$ cat src/rtl/mem_access_stage_pkg.sv
// Shared definitions for the MEM stage: FSM state encoding, register-index width and defaults.
package mem_access_stage_pkg;

    localparam int RN_W             = 5;
    localparam int DEFAULT_DW       = 32;
    localparam int DEFAULT_MAX_WAIT = 15;
    localparam int DEFAULT_CNT_W    = 4;

    typedef enum logic {
        ST_IDLE = 1'b0,
        ST_WAIT = 1'b1
    } state_e;

endpackage

$ cat src/rtl/mem_wb_register.sv
// MEM/WB pipeline register: loads the completed MEM result, or a bubble that suppresses write-back.
module mem_wb_register
    import mem_access_stage_pkg::*;
#(
    parameter int DW = DEFAULT_DW
) (
    input  logic            clk,
    input  logic            rst,
    input  logic            bubble_i,
    input  logic            mo_load_i,
    input  logic            wreg_i,
    input  logic            m2reg_i,
    input  logic [DW-1:0]   mo_i,
    input  logic [DW-1:0]   alu_i,
    input  logic [RN_W-1:0] rn_i,
    output logic            wreg_o,
    output logic            m2reg_o,
    output logic [DW-1:0]   mo_o,
    output logic [DW-1:0]   alu_o,
    output logic [RN_W-1:0] rn_o
);

    logic            wreg_q;
    logic            m2reg_q;
    logic [DW-1:0]   mo_q;
    logic [DW-1:0]   alu_q;
    logic [RN_W-1:0] rn_q;

    // NOTE: sequential state uses non-blocking assignments so every flop samples pre-edge values.
    always_ff @(posedge clk or posedge rst) begin
        if (rst) begin
            wreg_q  <= 1'b0;
            m2reg_q <= 1'b0;
            mo_q    <= '0;
            alu_q   <= '0;
            rn_q    <= '0;
        end else if (bubble_i) begin
            // Bubble only kills the write-back controls; data fields keep their old contents.
            wreg_q  <= 1'b0;
            m2reg_q <= 1'b0;
        end else begin
            wreg_q  <= wreg_i;
            m2reg_q <= m2reg_i;
            alu_q   <= alu_i;
            rn_q    <= rn_i;
            if (mo_load_i) begin
                mo_q <= mo_i;
            end
        end
    end

    assign wreg_o  = wreg_q;
    assign m2reg_o = m2reg_q;
    assign mo_o    = mo_q;
    assign alu_o   = alu_q;
    assign rn_o    = rn_q;

endmodule

$ cat src/rtl/mem_access_stage.sv
// MEM stage: req/ack data-memory handshake with timeout, upstream stall, branch redirect, MEM/WB reg.
// Optional misaligned-access abort is built when MEM_ALIGN_CHECK_EN is defined.
module mem_access_stage
    import mem_access_stage_pkg::*;
#(
    parameter int DW       = DEFAULT_DW,
    parameter int MAX_WAIT = DEFAULT_MAX_WAIT,
    parameter int CNT_W    = DEFAULT_CNT_W
) (
    input  logic            clk,
    input  logic            rst,
    input  logic            mem_wreg,
    input  logic            mem_m2reg,
    input  logic            mem_wmem,
    input  logic [DW-1:0]   mem_alu,
    input  logic [DW-1:0]   mem_b,
    input  logic [RN_W-1:0] mem_rn,
    input  logic            mem_branch,
    input  logic [DW-1:0]   mem_bpc,
    output logic            dmem_req,
    output logic            dmem_we,
    output logic [DW-1:0]   dmem_addr,
    output logic [DW-1:0]   dmem_wdata,
    input  logic [DW-1:0]   dmem_rdata,
    input  logic            dmem_ack,
    output logic            mem_stall,
    output logic            pc_redirect,
    output logic [DW-1:0]   redirect_pc,
    output logic            flush,
    output logic            mem_err,
    output logic            wb_wreg,
    output logic            wb_m2reg,
    output logic [DW-1:0]   wb_mo,
    output logic [DW-1:0]   wb_alu,
    output logic [RN_W-1:0] wb_rn
);

    state_e           state_q, state_d;
    logic [CNT_W-1:0] cnt_q, cnt_d;
    logic             err_q, err_d;
    logic             acc, misalign, abort, req_c, complete, bubble;

    assign acc = mem_m2reg | mem_wmem;

`ifdef MEM_ALIGN_CHECK_EN
    assign misalign = acc & (mem_alu[1:0] != 2'b00);
`else
    assign misalign = 1'b0;
`endif

    // NOTE: every variable gets a default before the case so no path can infer a latch.
    always_comb begin
        state_d = state_q;
        cnt_d   = cnt_q;
        req_c   = 1'b0;
        abort   = 1'b0;
        unique case (state_q)
            ST_IDLE: begin
                req_c = acc & ~misalign;
                cnt_d = '0;
                if (req_c & ~dmem_ack) begin
                    state_d = ST_WAIT;
                end
            end
            ST_WAIT: begin
                if (dmem_ack) begin
                    req_c   = 1'b1;
                    state_d = ST_IDLE;
                    cnt_d   = '0;
                end else if (cnt_q == CNT_W'(MAX_WAIT)) begin
                    abort   = 1'b1;
                    state_d = ST_IDLE;
                    cnt_d   = '0;
                end else begin
                    req_c = 1'b1;
                    cnt_d = cnt_q + CNT_W'(1);
                end
            end
            default: begin
                state_d = ST_IDLE;
                cnt_d   = '0;
            end
        endcase
    end

    // Upstream-facing controls drop as soon as reset asserts, without waiting for an edge.
    assign dmem_req    = ~rst & req_c;
    assign mem_stall   = ~rst & acc & ~dmem_ack & ~abort & ~misalign;
    assign pc_redirect = ~rst & mem_branch & ~mem_stall;
    assign flush       = pc_redirect;
    assign redirect_pc = mem_bpc;
    assign dmem_we     = mem_wmem;
    assign dmem_addr   = mem_alu;
    assign dmem_wdata  = mem_b;

    assign complete = req_c & dmem_ack;
    assign bubble   = mem_stall | abort | misalign;
    assign err_d    = abort | misalign;
    assign mem_err  = err_q;

    always_ff @(posedge clk or posedge rst) begin
        if (rst) begin
            state_q <= ST_IDLE;
            cnt_q   <= '0;
            err_q   <= 1'b0;
        end else begin
            state_q <= state_d;
            cnt_q   <= cnt_d;
            err_q   <= err_d;
        end
    end

    mem_wb_register #(
        .DW (DW)
    ) u_mem_wb (
        .clk       (clk),
        .rst       (rst),
        .bubble_i  (bubble),
        .mo_load_i (complete & mem_m2reg),
        .wreg_i    (mem_wreg),
        .m2reg_i   (mem_m2reg),
        .mo_i      (dmem_rdata),
        .alu_i     (mem_alu),
        .rn_i      (mem_rn),
        .wreg_o    (wb_wreg),
        .m2reg_o   (wb_m2reg),
        .mo_o      (wb_mo),
        .alu_o     (wb_alu),
        .rn_o      (wb_rn)
    );

endmodule

$ cat config.mk
export PLATFORM = sky130hd
export DESIGN_NAME = mem_access_stage
export DESIGN_NICKNAME = d
export VERILOG_FILES = /design/src/rtl/mem_access_stage_pkg.sv /design/src/rtl/mem_wb_register.sv /design/src/rtl/mem_access_stage.sv
export SDC_FILE = /design/constraint.sdc
export NUM_CORES = 1
export LEC_CHECK = 0
export CORE_AREA = 2 2 123 125
export CTS_CLUSTER_DIAMETER = 150
export DETAILED_ROUTE_END_ITERATION = 6
export DIE_AREA = 0 0 125 127
export GPL_ROUTABILITY_DRIVEN = 0
export PLACE_DENSITY = 0.75
export SYNTH_ARGS = -nofsm -noshare
export SYNTH_HDL_FRONTEND = slang
export SYNTH_SLANG_ARGS = --single-unit
$ cat constraint.sdc
create_clock -name clk -period 3.9 [get_ports clk]
set_input_delay 0.39 -clock clk [delete_from_list [all_inputs] [get_ports clk]]
set_output_delay 0.39 -clock clk [all_outputs]
set_load 0.1 [all_outputs]
**Yosys cells after proc, flatten, opt, wreduce, memory -nomap -nowiden**

Cells that the tools add are included.
Widths: inputs -> output; s select.

- $add $sub $neg: 1
- $mul: 0
- Div/mod/pow operators: 0
- Order comparisons: 0
- Equal/unequal tests: 1
- Shift-type cells: 0
- Muxes and demuxes: 14
- Bitwise logic cells: 17
- Reductions and logical operators: 1

Operators with widths:

| kind | count |
|---|---|
| $and 1x1->1 | 9 |
| $mux 1 | 9 |
| $mux 4 | 2 |
| $pmux 4 s2 | 1 |
| $not 1->1 | 6 |
| $add 4x1->4 const B | 1 |
| $eq 4x4->1 const B | 1 |
| $pmux 1 s2 | 2 |
| $or 1x1->1 | 2 |
| $reduce_and 2->1 | 1 |

- Flip-flop bits (word level): 77
- Latch bits: 0
- Bits in writable memories: 0
- Memory bits (read-only): 0
- Output and inout bits: 173
- Logic and storage cells: 42
- Memories kept: 0

**Depth between registers and ports, before layout**

Gate-level depths: netlist of run 1.

- Depth in word-level cells: 9
- Depth in mapped cells: 6

**Modules after synthesis**

From an unflattened synthesis of run 1, not the netlist that was laid out.

- Cell total of the unflattened synthesis: 278
- Area total of the unflattened synthesis: 3794.9 µm²

Modules (own cells, without submodules):

| module | times used | cells an instance | area an instance (µm²) | seq. area each (µm²) |
|---|---|---|---|---|
| mem_wb_register | 1 | 152 | 2752.6 | 1776.7 |
| mem_access_stage | 1 | 126 | 1042.2 | 150.1 |

**Worst setup path before layout of run 1**

No wires, ideal clock.

- Kind: input-to-output
- From: input rst
- To: output pc_redirect
- Data arrival time: 3.333 ns
- Data required time: 3.510 ns
- Setup slack: 0.177 ns
- Stages: 3
- Path buffers: 1
- Cells stage by stage: inv_1 > o211a_1 > buf_4

- Longest elaborated chain between the ends: 6
- Elaborated cells on any way between the ends: 7
- Those cells by class: bitwise (7)

RTL lines:

| what | RTL line | RTL |
|---|---|---|
| start: declaration | mem_access_stage.sv:11 | `input logic rst,` |
| $not 1->1 (*) | mem_access_stage.sv:88, mem_access_stage.sv:89 |  |
| $and 1x1->1 (3 in a row) | mem_access_stage.sv:88 | `assign mem_stall = ~rst & acc & ~dmem_ack & ~abort & ~misalign;` |
| $not 1->1 | mem_access_stage.sv:89 | `assign pc_redirect = ~rst & mem_branch & ~mem_stall;` |
| $and 1x1->1 (*) | mem_access_stage.sv:89 |  |
| end: declaration | mem_access_stage.sv:27 | `output logic pc_redirect,` |

Every way passes the cells marked *; elsewhere a longest branch is shown, timed or not.

**Final worst setup path of run 1**

- From: input mem_wmem
- To: output dmem_we

RTL lines:

| what | RTL line | RTL |
|---|---|---|
| start: declaration | mem_access_stage.sv:14 | `input logic mem_wmem,` |
| end: declaration | mem_access_stage.sv:21 | `output logic dmem_we,` |

No word-level cell between the ends.

==> flow_results.org, run 1 <==
** Run status
- Run status :: completed

** Worst setup path
- R2R Path Start :: cnt_q[0]
- Top Family by Delay on Critical Path :: buffers and inverters
- Most prevalent standard cell on the critical path :: sky130_fd_sc_hd__clkdlybuf4s50_1
- Critical Path Source Type :: input port
- Critical path cell sequence :: clkdlybuf4s50_1 -> clkdlybuf4s50_1
- Critical-path top delay cell :: sky130_fd_sc_hd__clkdlybuf4s50_1
- Delay of the slowest critical-path stage :: 1.15 ns
- Of all nets on the critical path, the largest fanout is 3.
- Worst r2r dst :: u_mem_wb.alu_o[3]
- Start-to-end type of the worst setup path :: input port to output pin
- The number of buffers and inverters on the critical path is 2.
- Measured in cells, the most critical reg-to-reg path has a length of 5.
- Data on the critical path is required at its endpoint by 3.51 ns.
- Reg-to-reg slack, setup :: 1.88 ns
- Kind of end point of the critical path :: output pin
- Arrival @ worst endpoint :: 2.06 ns

** Pwr
- VDD IR-drop max :: 0.299 mV
- For this design the ratio of total power to cell area is 557 nW/um^2.
- In this run the static leakage power is 2.18 nW.

** Global route
- Global route overflow :: 0
- Pin count of the biggest net entering global routing :: 78
- Wire length of the first global-routing pass :: 14000 microns
- The number of global-route vias before repair is 2598.
- Global routing used 11.5% of the available tracks across all layers.
- The initial antenna violation count is 0.

** STA
- Final Hold Vio Count :: 0
- Worst-Margin Slew :: 1.05 ns
- Setup violations remaining at the end of the flow were counted as 0.
- The clock arrives with 0.00850 ns of skew.
- Static timing analysis puts the maximum clock frequency at 0.409 GHz.
- In the final timing run, aggregate negative setup slack is 0 ns.
- Final period utilization :: 62.7%
- Worst slew margin relative to its limit :: 29.9%
- Setup repair after global routing left no endpoint under its margin.
- The final-report max-slew violation count came to 0.
- Final critical-path required period :: 2.45 ns

** Place
- Summing all placed instances gives a cell area of 4990 sq um.
- After legalization and detailed placement, the total HPWL measured 6740 microns.
- Count of port buffers added during placement :: 184

** Routing
- For this block, the routed nets add up to 9040 microns of wire.
- Post-DRT Antenna Nets :: 0
- Using the TritonRoute via totals, the vias-per-cell ratio works out to 4.12.
- The pre-antenna-repair detailed-routing pass consisted of 4 iterations.
- DRC viols :: 0
- In the final routed layout, each cell accounts on average for 16.2 microns.
- For this block, the via count after detailed routing is 2298.
- Number of DRC markers in iteration 0 :: 31

** Synth
- Cell area after synthesis :: 3700 sq um
- For this run, the number of Yosys warnings is 0.
- Synth top area cells :: sky130_fd_sc_hd__dfrtp_1 (52%), sky130_fd_sc_hd__buf_4 (20%), sky130_fd_sc_hd__mux2_2 (19%)
- Counting distinct cell types in the post-synthesis netlist gives 23.
- Synthesized area per cell :: 13.4 sq um
- Synthesis produced a netlist with a net count of 418.
- Share of the synthesized area in the top cell type :: 52.1%
- Summed over all instances, the cell type with the most area after synthesis is sky130_fd_sc_hd__dfrtp_1.
- Sequential cell area fraction in the yosys report :: 52.1%
- Post-synthesis sequential element count :: 77
- Synthesis produced a netlist whose cell count is 277.

** Clock tree
- Clock tree from TritonCTS :: yes
- CTS saw 77 sinks.
- Clock edge transition at the registers on the reported setup and hold paths :: 0.06 ns
- Post-CTS Setup Inserts :: 0
- The H-tree was split into 3 levels.
- Number of buffers added to fix hold violations after cts :: 0
- The clock passes through at most 2 buffers.
- TritonCTS buffer count :: 9
- Insertion delay of the later-clocked pin in the worst-skew pair :: 0.33 ns
- Root buffer cell :: sky130_fd_sc_hd__clkbuf_16
- After clock tree synthesis, the repair step resized 0 gates.

** Die
- Row generation in the floorplan step produced 44 rows.
- For this design the top-level I/O count stands at 313.
- The floorplan step set the die height to 127 microns.
- Area of the placeable core :: 14400 sq um
- Die area :: 15900 sq um
- Measured along the x axis, the die boundary spans 125 microns.
- The initial utilization of the core area, before any placement, comes to 25.6%.

** Finish
- Leaving out fill and tap cells, the most frequent cell in the layout is sky130_fd_sc_hd__clkdlybuf4s50_1.
- The area growth from synthesis to layout is 42.9%.
- Antenna Cells :: 0
- Fraction of layout instances using a drive strength above 1 :: 25.1%
- Most frequent cells in the layout :: sky130_fd_sc_hd__clkdlybuf4s50_1 (180), sky130_fd_sc_hd__dfrtp_1 (77), sky130_fd_sc_hd__mux2_2 (61)
- In the final design database the tool counted 511 nets.
- Final Instance Area :: 5290 sq um
- Once layout is complete, the utilization of the core stands at 36.6%.

** Flow run
- Across the run, the number of max-cap violations was 0.

** Hold path
- The tightest min-delay check is of the flip-flop to flip-flop type.
- Worst hold stages :: 1
- HP Start :: u_mem_wb.alu_o[28]
- Endpoint of the worst hold path :: u_mem_wb.alu_o[28]
==> metrics by stage <==
stage               hold slack, ns  cells  power [mW]  setup slack, ns
floorplan                    0.457    277        2.15            0.177
CTS                          0.506    558        3.00             1.45
finish                       0.503    558        2.95             1.45
global placement             0.474    543        2.14             1.45
global route                 0.523    558        3.07             1.43
detailed placement           0.492    543        2.15             1.45
==> area by class of cell <==
class	count	area, sq um
fillers	1403	9140
multi-input cells	91	967
clock buffers	11	243
inverters	4	16.3
clock inverters	4	48.8
flip-flops and latches	77	1930
well taps	184	230
repair buffers	187	1850
==> cell usage after synthesis <==
cell / n
sky130_fd_sc_hd__a211oi_1: 1
sky130_fd_sc_hd__a21o_1: 1
sky130_fd_sc_hd__a311oi_1: 1
sky130_fd_sc_hd__a31oi_1: 1
sky130_fd_sc_hd__and3_1: 1
sky130_fd_sc_hd__buf_12: 1
sky130_fd_sc_hd__buf_2: 3
sky130_fd_sc_hd__buf_4: 100
sky130_fd_sc_hd__buf_6: 1
sky130_fd_sc_hd__dfrtp_1: 77
sky130_fd_sc_hd__ha_1: 1
sky130_fd_sc_hd__inv_1: 4
sky130_fd_sc_hd__mux2_2: 61
sky130_fd_sc_hd__mux2_4: 8
sky130_fd_sc_hd__nand2_1: 1
sky130_fd_sc_hd__nand2b_4: 1
sky130_fd_sc_hd__nand3_1: 1
sky130_fd_sc_hd__nor2_1: 5
sky130_fd_sc_hd__nor3_1: 4
sky130_fd_sc_hd__o211a_1: 1
sky130_fd_sc_hd__o21bai_2: 1
sky130_fd_sc_hd__o22ai_2: 1
sky130_fd_sc_hd__xnor2_1: 1
==> sequential cells by signal (all words and copies together), names as in the netlist <==
| name | cells |
|---|---|
| u_mem_wb.mo_o | 32 |
| mem_err | 1 |
| u_mem_wb.m2reg_o | 1 |
| u_mem_wb.rn_o | 5 |
| state_q | 1 |
| u_mem_wb.wreg_o | 1 |
| cnt_q | 4 |
| u_mem_wb.alu_o | 32 |
==> cells by family after synthesis <==
kind of cell / count (synthesis) / synth area share (%)
buffers and inverters: 109 / 22.0
AOI/OAI and AO/OA: 7 / 1.73
muxes: 69 / 21.8
and+or+nand+nor: 13 / 1.83
DFF: 77 / 52.1
xor gates and xnor gates: 1 / 0.237
adders and majority gates: 1 / 0.338
==> how the worst max path moves through the flow <==
stage                   from           to  slack [ns]  cells past startpoint
CTS                 mem_wmem      dmem_we        1.45                      2
detailed placement  mem_wmem      dmem_we        1.45                      2
global placement    mem_wmem      dmem_we        1.45                      2
floorplan                rst  pc_redirect        0.18                      3
global route        mem_wmem      dmem_we        1.43                      2
finish              mem_wmem      dmem_we        1.45                      2
==> per-layer routing <==
layer / vias up / part of all wire [%] / GRT usage, %
li1: 1018 / - / -
met1: 1106 / 36 / 11.9
met2: 137 / 50 / 19.2
met3: 37 / 11 / 6.20
met4: 0 / 3.1 / 5.69
met5: - / 0 / 0
==> report_power, final <==
group	internal, mW	switching [mW]	total, mW	leakage, nW
Combinational	0.309	0.891	1.20	1.12
Sequential	0.883	0.0455	0.929	0.913
Clock	0.508	0.310	0.818	0.145
Total	1.70	1.25	2.95	2.18
(Power assumes the default switching activity.)
==> run 2, diff against run 1 <==
Settings changed: CORE_AREA 2 2 123 125 to 2 2 120 122, DIE_AREA 0 0 125 127 to 0 0 122 124, PLACE_DENSITY 0.75 to 0.81.
Clock period 3.9 ns to 2.2 ns, I/O delays scaled along.
==> run 2 against run 1 <==
Cell area fell by 2.8%. Combinational power is 73% higher. Total power is 73% higher. Setup slack worse by 1.3 ns. Final cell count down 0.18%. Sequential power up 78%. Routed wire length down 2.2%. Global-route usage increased by 0.067 points. Clock power up 69%. Flip-flop and latch count unchanged. Non-clock buffer count is 2 higher.
==> flow_results.org, run 2 (synthesis gave the netlist of run 1 again) <==
** Run status
- The run finished with clean final reports.

** Finish
- Antenna Cells :: 0 (unchanged)
- Fraction of layout instances using a drive strength above 1 :: 54.4% (+29 points)
- Area Growth Syn to Fin :: 38.9%
- Non-filler cells in the finished layout :: 557 (-0.18%)
- The final cell utilization of the core came to 37.4% (+0.80 points).
- The library cells used most frequently in the layout, excluding fill and tap cells, are sky130_fd_sc_hd__buf_4 (107), sky130_fd_sc_hd__dfrtp_1 (77), sky130_fd_sc_hd__clkdlybuf4s50_1 (75).
- Final Instance Area :: 5140 sq um (-2.8%)
- Leaving out fill and tap cells, the most frequent cell in the layout is sky130_fd_sc_hd__buf_4.
- Number of nets at the end of the flow :: 513 (+0.39%)
- The footprint of the multi-input gates came to 997 sq um (+3.1%).
- The register area came to 1930 sq um (unchanged).
- The number of filler cells placed in the layout was 1311 (-6.6%).

** Die
- Area of the placeable core :: 13700 sq um (-4.9%)
- Horizontal die dimension :: 122 microns (-2.4%)
- The number of rows in the core area came to 43 (-2.3%).
- Initial cell density of the core :: 27.0% (+1.3 points)
- Die area :: 15100 sq um (-4.7%)
- The die span in y came to 124 microns (-2.4%).
- The count of boundary I/O pins came to 313 (unchanged).

** Clock tree
- The count of buffers added by post-CTS timing repair for setup was 0 (unchanged).
- Count of H-tree levels built during CTS :: 3 (unchanged)
- Number of buffers added to fix hold violations after cts :: 0 (unchanged)
- Root buffer cell :: sky130_fd_sc_hd__clkbuf_16
- The clock insertion delay at the later pin of the skew report is 0.34 ns (about the same).
- Clock Tree Buf Depth :: 2 (unchanged)
- The total of cells resized after clock tree synthesis came to 0 (unchanged).
- Clock tree from TritonCTS :: yes
- Sink Count :: 77 (unchanged)
- The total CTS buffers was 9 (unchanged).
- Clock edge transition at the registers on the reported setup and hold paths :: 0.06 ns (about the same)

** Routing
- Highest metal used :: met4
- Post-DRT Antenna Nets :: 0 (unchanged)
- The DRC violation count after routing was 0 (unchanged).
- Wire length on met1 :: 3060 microns (-6.2%)
- Routed wl met2 :: 4700 microns (+4.1%)
- The detailed-routed wire length on met3 was 739 microns (-24%).
- Average vias per placed instance :: 4.16 (+0.96%)
- Routed wire length :: 8840 microns (-2.2%)
- The mean routed wirelength per cell is 15.9 microns (-2.0%).
- Number of DRC markers in iteration 0 :: 61 (+97%)
- The detailed-routing iteration count for the pre-antenna-repair pass is 4 (unchanged).
- Total number of vias :: 2316 (+0.78%)

** Worst setup path
- STA classifies the critical path startpoint as a flip-flop.
- Start-to-end type of the worst setup path :: flip-flop to output pin
- R2R Path Start :: cnt_q[0]
- Kind of end point of the critical path :: output pin
- The maximum net fanout on the critical path was 4 (+1).
- The most critical setup path has its startpoint at cnt_q[0].
- The data arrival at the endpoint of the critical path was 1.85 ns (-0.21 ns).
- The endpoint required time on the critical path is 1.98 ns (-1.53 ns).

** Global route
- Wire length of the first global-routing pass :: 12900 microns (-8.2%)
- Global route overflow :: 0 (unchanged)
- Pin count of the biggest net entering global routing :: 78 (unchanged)
- Number of antenna violations at the first check in global routing :: 0 (unchanged)
- Total routing usage reported by global routing :: 11.6% (+0.067 points)
- The number of global-route vias before repair came to 2492 (-4.1%).

** Pwr
- VDD IR-drop max :: 0.470 mV (+57%)
- The power per unit of standard cell area was 994 nW/um^2 (+78%).
- The leakage power was 2.29 nW (+5.2%).

** STA
- Setup repair after global routing left no endpoint under its margin.
- The total count of hold-check failures in the final report came to 0 (unchanged).
- Layout Skew :: 0.00452 ns (-0.00398 ns)
- The worst relative slew slack is 68.2% (+38 points).
- The worst hold slack after final layout was 0.406 ns (-0.0967 ns).
- The worst-case setup margin in the final layout is 0.132 ns (-1.32 ns).
- The smallest clock period supported by the final layout is computed as 2.07 ns.
- Final period utilization :: 94.0%
- The number of endpoints failing setup at the final stage is 0 (unchanged).
- The transition time at the pin with the least slew margin came to 0.474 ns (-0.574 ns).
- Static timing analysis puts the maximum clock frequency at 0.483 GHz.
- The final-report max-slew violation count is 0 (unchanged).

** Place
- Count of port buffers added during placement :: 184 (unchanged)
- The cell total after placement came to 541 (-0.37%).
- Cell area reported after detailed placement :: 4860 sq um (-2.7%)
- The worst slack after detailed placement is 0.231 ns (-1.22 ns).
- The detailed placement HPWL is 6880 microns (+2.0%).

** Hold path
- The tightest min-delay check is of the input port to flip-flop type.
- The worst hold path begins at mem_wreg.

** Flow run
- Max-cap viol count :: 0 (unchanged)
==> run 2: changes by cell type in the layout (fill, tap and decap cells not counted), moves of 3 or more <==
cell                              before  now
sky130_fd_sc_hd__buf_12                0    7
sky130_fd_sc_hd__clkdlybuf4s50_1     180   75
sky130_fd_sc_hd__buf_4                 7  107
sky130_fd_sc_hd__clkinvlp_4            0    3
==> run 2: stage by stage <==
step           setup TNS, ns  power [mW]
6_report                   0        5.11
3_5_place_dp               0        3.77
2_1_floorplan         -0.117        3.82
5_1_grt                    0        5.31
4_1_cts                    0        5.19
3_3_place_gp               0        3.74
==> run 2: cell type report <==
type,count,area share (%)
Sequential cell,77,37.5
Timing Repair Buffer,189,33.0
Clock buffer,10,4.46
Clock inverter,6,0.901
Tap cell,180,4.38
Multi-Input combinational cell,91,19.4
Inverter,4,0.365
==> run 2: layer usage <==
| metal | vias up | GRT usage, % |
|---|---|---|
| li1 | 1019 | - |
| met1 | 1132 | 11.3 |
| met2 | 129 | 21.1 |
| met3 | 36 | 3.66 |
| met4 | 0 | 7.69 |
| met5 | - | 0 |
==> run 2: final timing paths <==
| kind | end | slack (ns) | cells after the start |
|---|---|---|---|
| setup / recovery | dmem_req | 0.13 | 6 |
| hold reg to reg | cnt_q[0] | 0.50 | 1 |
| setup reg to reg | u_mem_wb.alu_o[25] | 0.36 | 5 |
| max in group asynchronous | u_mem_wb.mo_o[11] | 1.25 | 3 |
| hold / removal | u_mem_wb.wreg_o | 0.41 | 3 |
| min in group asynchronous | mem_err | 0.62 | 3 |
==> run 2: power by group <==
| part | switching (mW) | internal [mW] | leakage (nW) | total (mW) |
|---|---|---|---|---|
| clock | 0.610 | 0.772 | 0.129 | 1.38 |
| sequential | 0.0812 | 1.56 | 0.913 | 1.65 |
| combinational | 1.58 | 0.505 | 1.25 | 2.08 |
==> run 2: critical path: stages (launching register included) <==
cell	delay, ns
sky130_fd_sc_hd__dfrtp_1	0.41
sky130_fd_sc_hd__ha_1	0.26
sky130_fd_sc_hd__nand3_1	0.17
sky130_fd_sc_hd__nor2_1	0.09
sky130_fd_sc_hd__buf_4	0.16
sky130_fd_sc_hd__nor3_4	0.21
sky130_fd_sc_hd__buf_12	0.20
==> run 3, diff against run 2 <==
Settings changed: CORE_AREA 2 2 120 122 to not set, CORE_MARGIN set to 4, CORE_UTILIZATION set to 29, DIE_AREA 0 0 122 124 to not set, MAX_ROUTING_LAYER set to met4, PLACE_DENSITY 0.81 to 0.86.
==> run 3 against run 2 <==
Total power grew 4.3%. Die area shrank 3.3%. Non-clock buffer count shrank 1. Sequential power barely moved. Register-to-register slack gained 0.07 ns. Sequential share of layout area shrank 0.19 points. Global-route usage up 1.2 points. Critical endpoint is now mem_stall. Highest routed layer unchanged.
==> flow_results.org, run 3 (synthesis gave the netlist of run 1 again) <==
** STA
- Maximum clock frequency :: 0.480 GHz (-0.63%)
- Worst slew margin relative to its limit :: 69.6% (+1.4 points)
- The total count of hold-check failures in the final report came to 0 (unchanged).
- Setup repair after global routing left no endpoint under its margin.
- The clock skew after layout was 0.00552 ns (+0.00100 ns).
- Final period utilization :: 94.6% (+0.60 points)
- The number of endpoints failing setup at the final stage is 0 (unchanged).
- The post-route setup TNS is 0 ns (unchanged).
- The final-report max-slew violation count came to 0 (unchanged).
- The time the final worst path needs with I/O delays and setup was 2.08 ns (+0.0131 ns).
- The transition time at the pin with the least slew margin is 0.453 ns (-0.0209 ns).

** Die
- The count of boundary I/O pins was 313 (unchanged).
- The die area is 14600 sq um (-3.3%).
- The number of rows in the core area was 40 (-7.0%).
- The die boundary width was 121 microns (-0.88%).
- Initial cell density of the core :: 30.2% (+3.2 points)
- The die span in y is 121 microns (-2.5%).
- The core region area was 12300 sq um (-11%).

** Pwr
- VDD IR-drop max :: 0.506 mV (+7.7%)
- Total power density per cell area :: 1030 nW/um^2 (+3.7%)
- Total power :: 5.33 mW (+4.3%)
- The leakage power came to 2.31 nW (+0.83%).

** Worst setup path
- Worst Path Required :: 1.98 ns (about the same)
- The worst setup path is of the flip-flop to output pin kind.
- The data arrival at the endpoint of the critical path came to 1.86 ns (about the same).
- STA classifies the critical path endpoint as an output pin.
- The depth of the worst register-to-register path was 5 (unchanged).
- Critical Path Source Type :: flip-flop
- The maximum net fanout on the critical path came to 4 (unchanged).

** Clock tree
- The total of cells resized after clock tree synthesis was 0 (unchanged).
- TritonCTS built the clock tree.
- The number of H-tree levels came to 3 (unchanged).
- The register clock-pin slew on the reported worst setup and hold paths was 0.06 ns (about the same).
- The maximum buffer depth of the clock tree is 2 (unchanged).
- TritonCTS buffer count :: 9 (unchanged)
- The number of hold buffers added after CTS was 0 (unchanged).
- Root buffer cell :: sky130_fd_sc_hd__clkbuf_16
- The number of clock sinks seen by CTS came to 77 (unchanged).
- The count of buffers added by post-CTS timing repair for setup was 0 (unchanged).
- Insertion delay of the later-clocked pin in the worst-skew pair :: 0.33 ns (about the same)

** Global route
- The number of global-route vias before repair is 2606 (+4.6%).
- Wire length of the first global-routing pass :: 14000 microns (+8.5%)
- The overall track demand over capacity in global routing is 12.8% (+1.2 points).
- Pin count of the biggest net entering global routing :: 78 (unchanged)
- Number of antenna violations at the first check in global routing :: 0 (unchanged)
- Global route overflow :: 0 (unchanged)

** Flow run
- The max-cap violation count came to 0 (unchanged).

** Routing
- Routed wire length :: 9150 microns (+3.6%)
- The number of vias after detailed routing is 2299 (-0.73%).
- Average vias per placed instance :: 4.23 (+1.8%)
- Post-DRT Antenna Nets :: 0 (unchanged)
- The detailed-routing iteration count for the pre-antenna-repair pass came to 2 (-2).
- Average routed wire per standard cell :: 16.9 microns (+6.3%)
- The number of design-rule violations left by the first detailed-router iteration came to 43 (-30%).
- The DRC violation count after routing was 0 (unchanged).

** Place
- The detailed placement HPWL came to 7230 microns (+5.2%).
- Count of port buffers added during placement :: 184 (unchanged)

** Finish
- The library cell used most frequently in the layout, excluding fill and tap cells, is sky130_fd_sc_hd__buf_4.
- The fraction of final layout cells sized beyond drive strength 1 came to 54.4% (about the same).
- The number of nets in the layout was 512 (-0.19%).
- Most frequent cells in the layout :: sky130_fd_sc_hd__buf_4 (106), sky130_fd_sc_hd__dfrtp_1 (77), sky130_fd_sc_hd__clkdlybuf4s50_1 (75)
- Area Growth Syn to Fin :: 39.6%
- Antenna Cells :: 0 (unchanged)

** Hold path
- Worst hold stages :: 3 (unchanged)
- In this run the worst hold path is classified as input port to flip-flop.

** Run status
- The flow ran to the end, and the final reports show no timing, DRC or antenna violations.
[run 3: area by class of cell]
| cell class | instances | area, sq um |
|---|---|---|
| clock buffer | 10 | 239 |
| clock inverter | 5 | 85.1 |
| fill | 1137 | 7100 |
| inverter | 4 | 18.8 |
| multi-input combinational | 91 | 997 |
| sequential | 77 | 1930 |
| tap | 168 | 210 |
| timing repair buffer | 188 | 1690 |
[run 3: worst paths after layout]
check                         start                  to  slack [ns]
max in group asynchronous       rst  u_mem_wb.alu_o[13]        1.26
setup / recovery           cnt_q[0]           mem_stall        0.12
min in group asynchronous       rst   u_mem_wb.mo_o[24]        0.62
setup reg to reg           cnt_q[0]  u_mem_wb.alu_o[18]        0.43
hold / removal             mem_wreg     u_mem_wb.wreg_o        0.40
hold reg to reg            cnt_q[0]            cnt_q[0]        0.50
[run 3: critical path: stages, from the launching register on]
cell,delay (ns)
sky130_fd_sc_hd__dfrtp_1,0.41
sky130_fd_sc_hd__ha_1,0.26
sky130_fd_sc_hd__nand3_1,0.17
sky130_fd_sc_hd__nor2_1,0.11
sky130_fd_sc_hd__buf_4,0.17
sky130_fd_sc_hd__nor3_4,0.21
sky130_fd_sc_hd__buf_12,0.20
[run 3: per-stage QoR]
step / util [%] / cells / area (sq um) / setup WS (ns) / hold slack [ns]
finish: 42.1 / 543 / 5160 / 0.119 / 0.399
global route: 42.1 / 543 / 5160 / 0.0233 / 0.435
CTS: 42.1 / 543 / 5160 / 0.0894 / 0.386
detailed placement: 39.5 / 528 / 4840 / 0.237 / 0.441
global placement: 39.5 / 528 / 4840 / 0.315 / 0.441
floorplan: - / 277 / 3740 / -0.117 / 0.287
[run 3: metal layers]
metal / GRT usage (%) / routed length [microns] / part of all wire, % / vias to the layer above
li1: - / - / - / 1020
met1: 13.1 / 3240 / 35 / 1112
met2: 21.7 / 4840 / 53 / 128
met3: 4.62 / 827 / 9.0 / 39
met4: 6.30 / 245 / 2.7 / 0
met5: - / 0 / 0 / -
[run 3: report_power, final]
part           switching (mW)  total [mW]  leakage (nW)  internal [mW]
clock                   0.572        1.59         0.155           1.02
sequential             0.0835        1.65         0.913           1.57
combinational            1.58        2.09          1.25          0.504
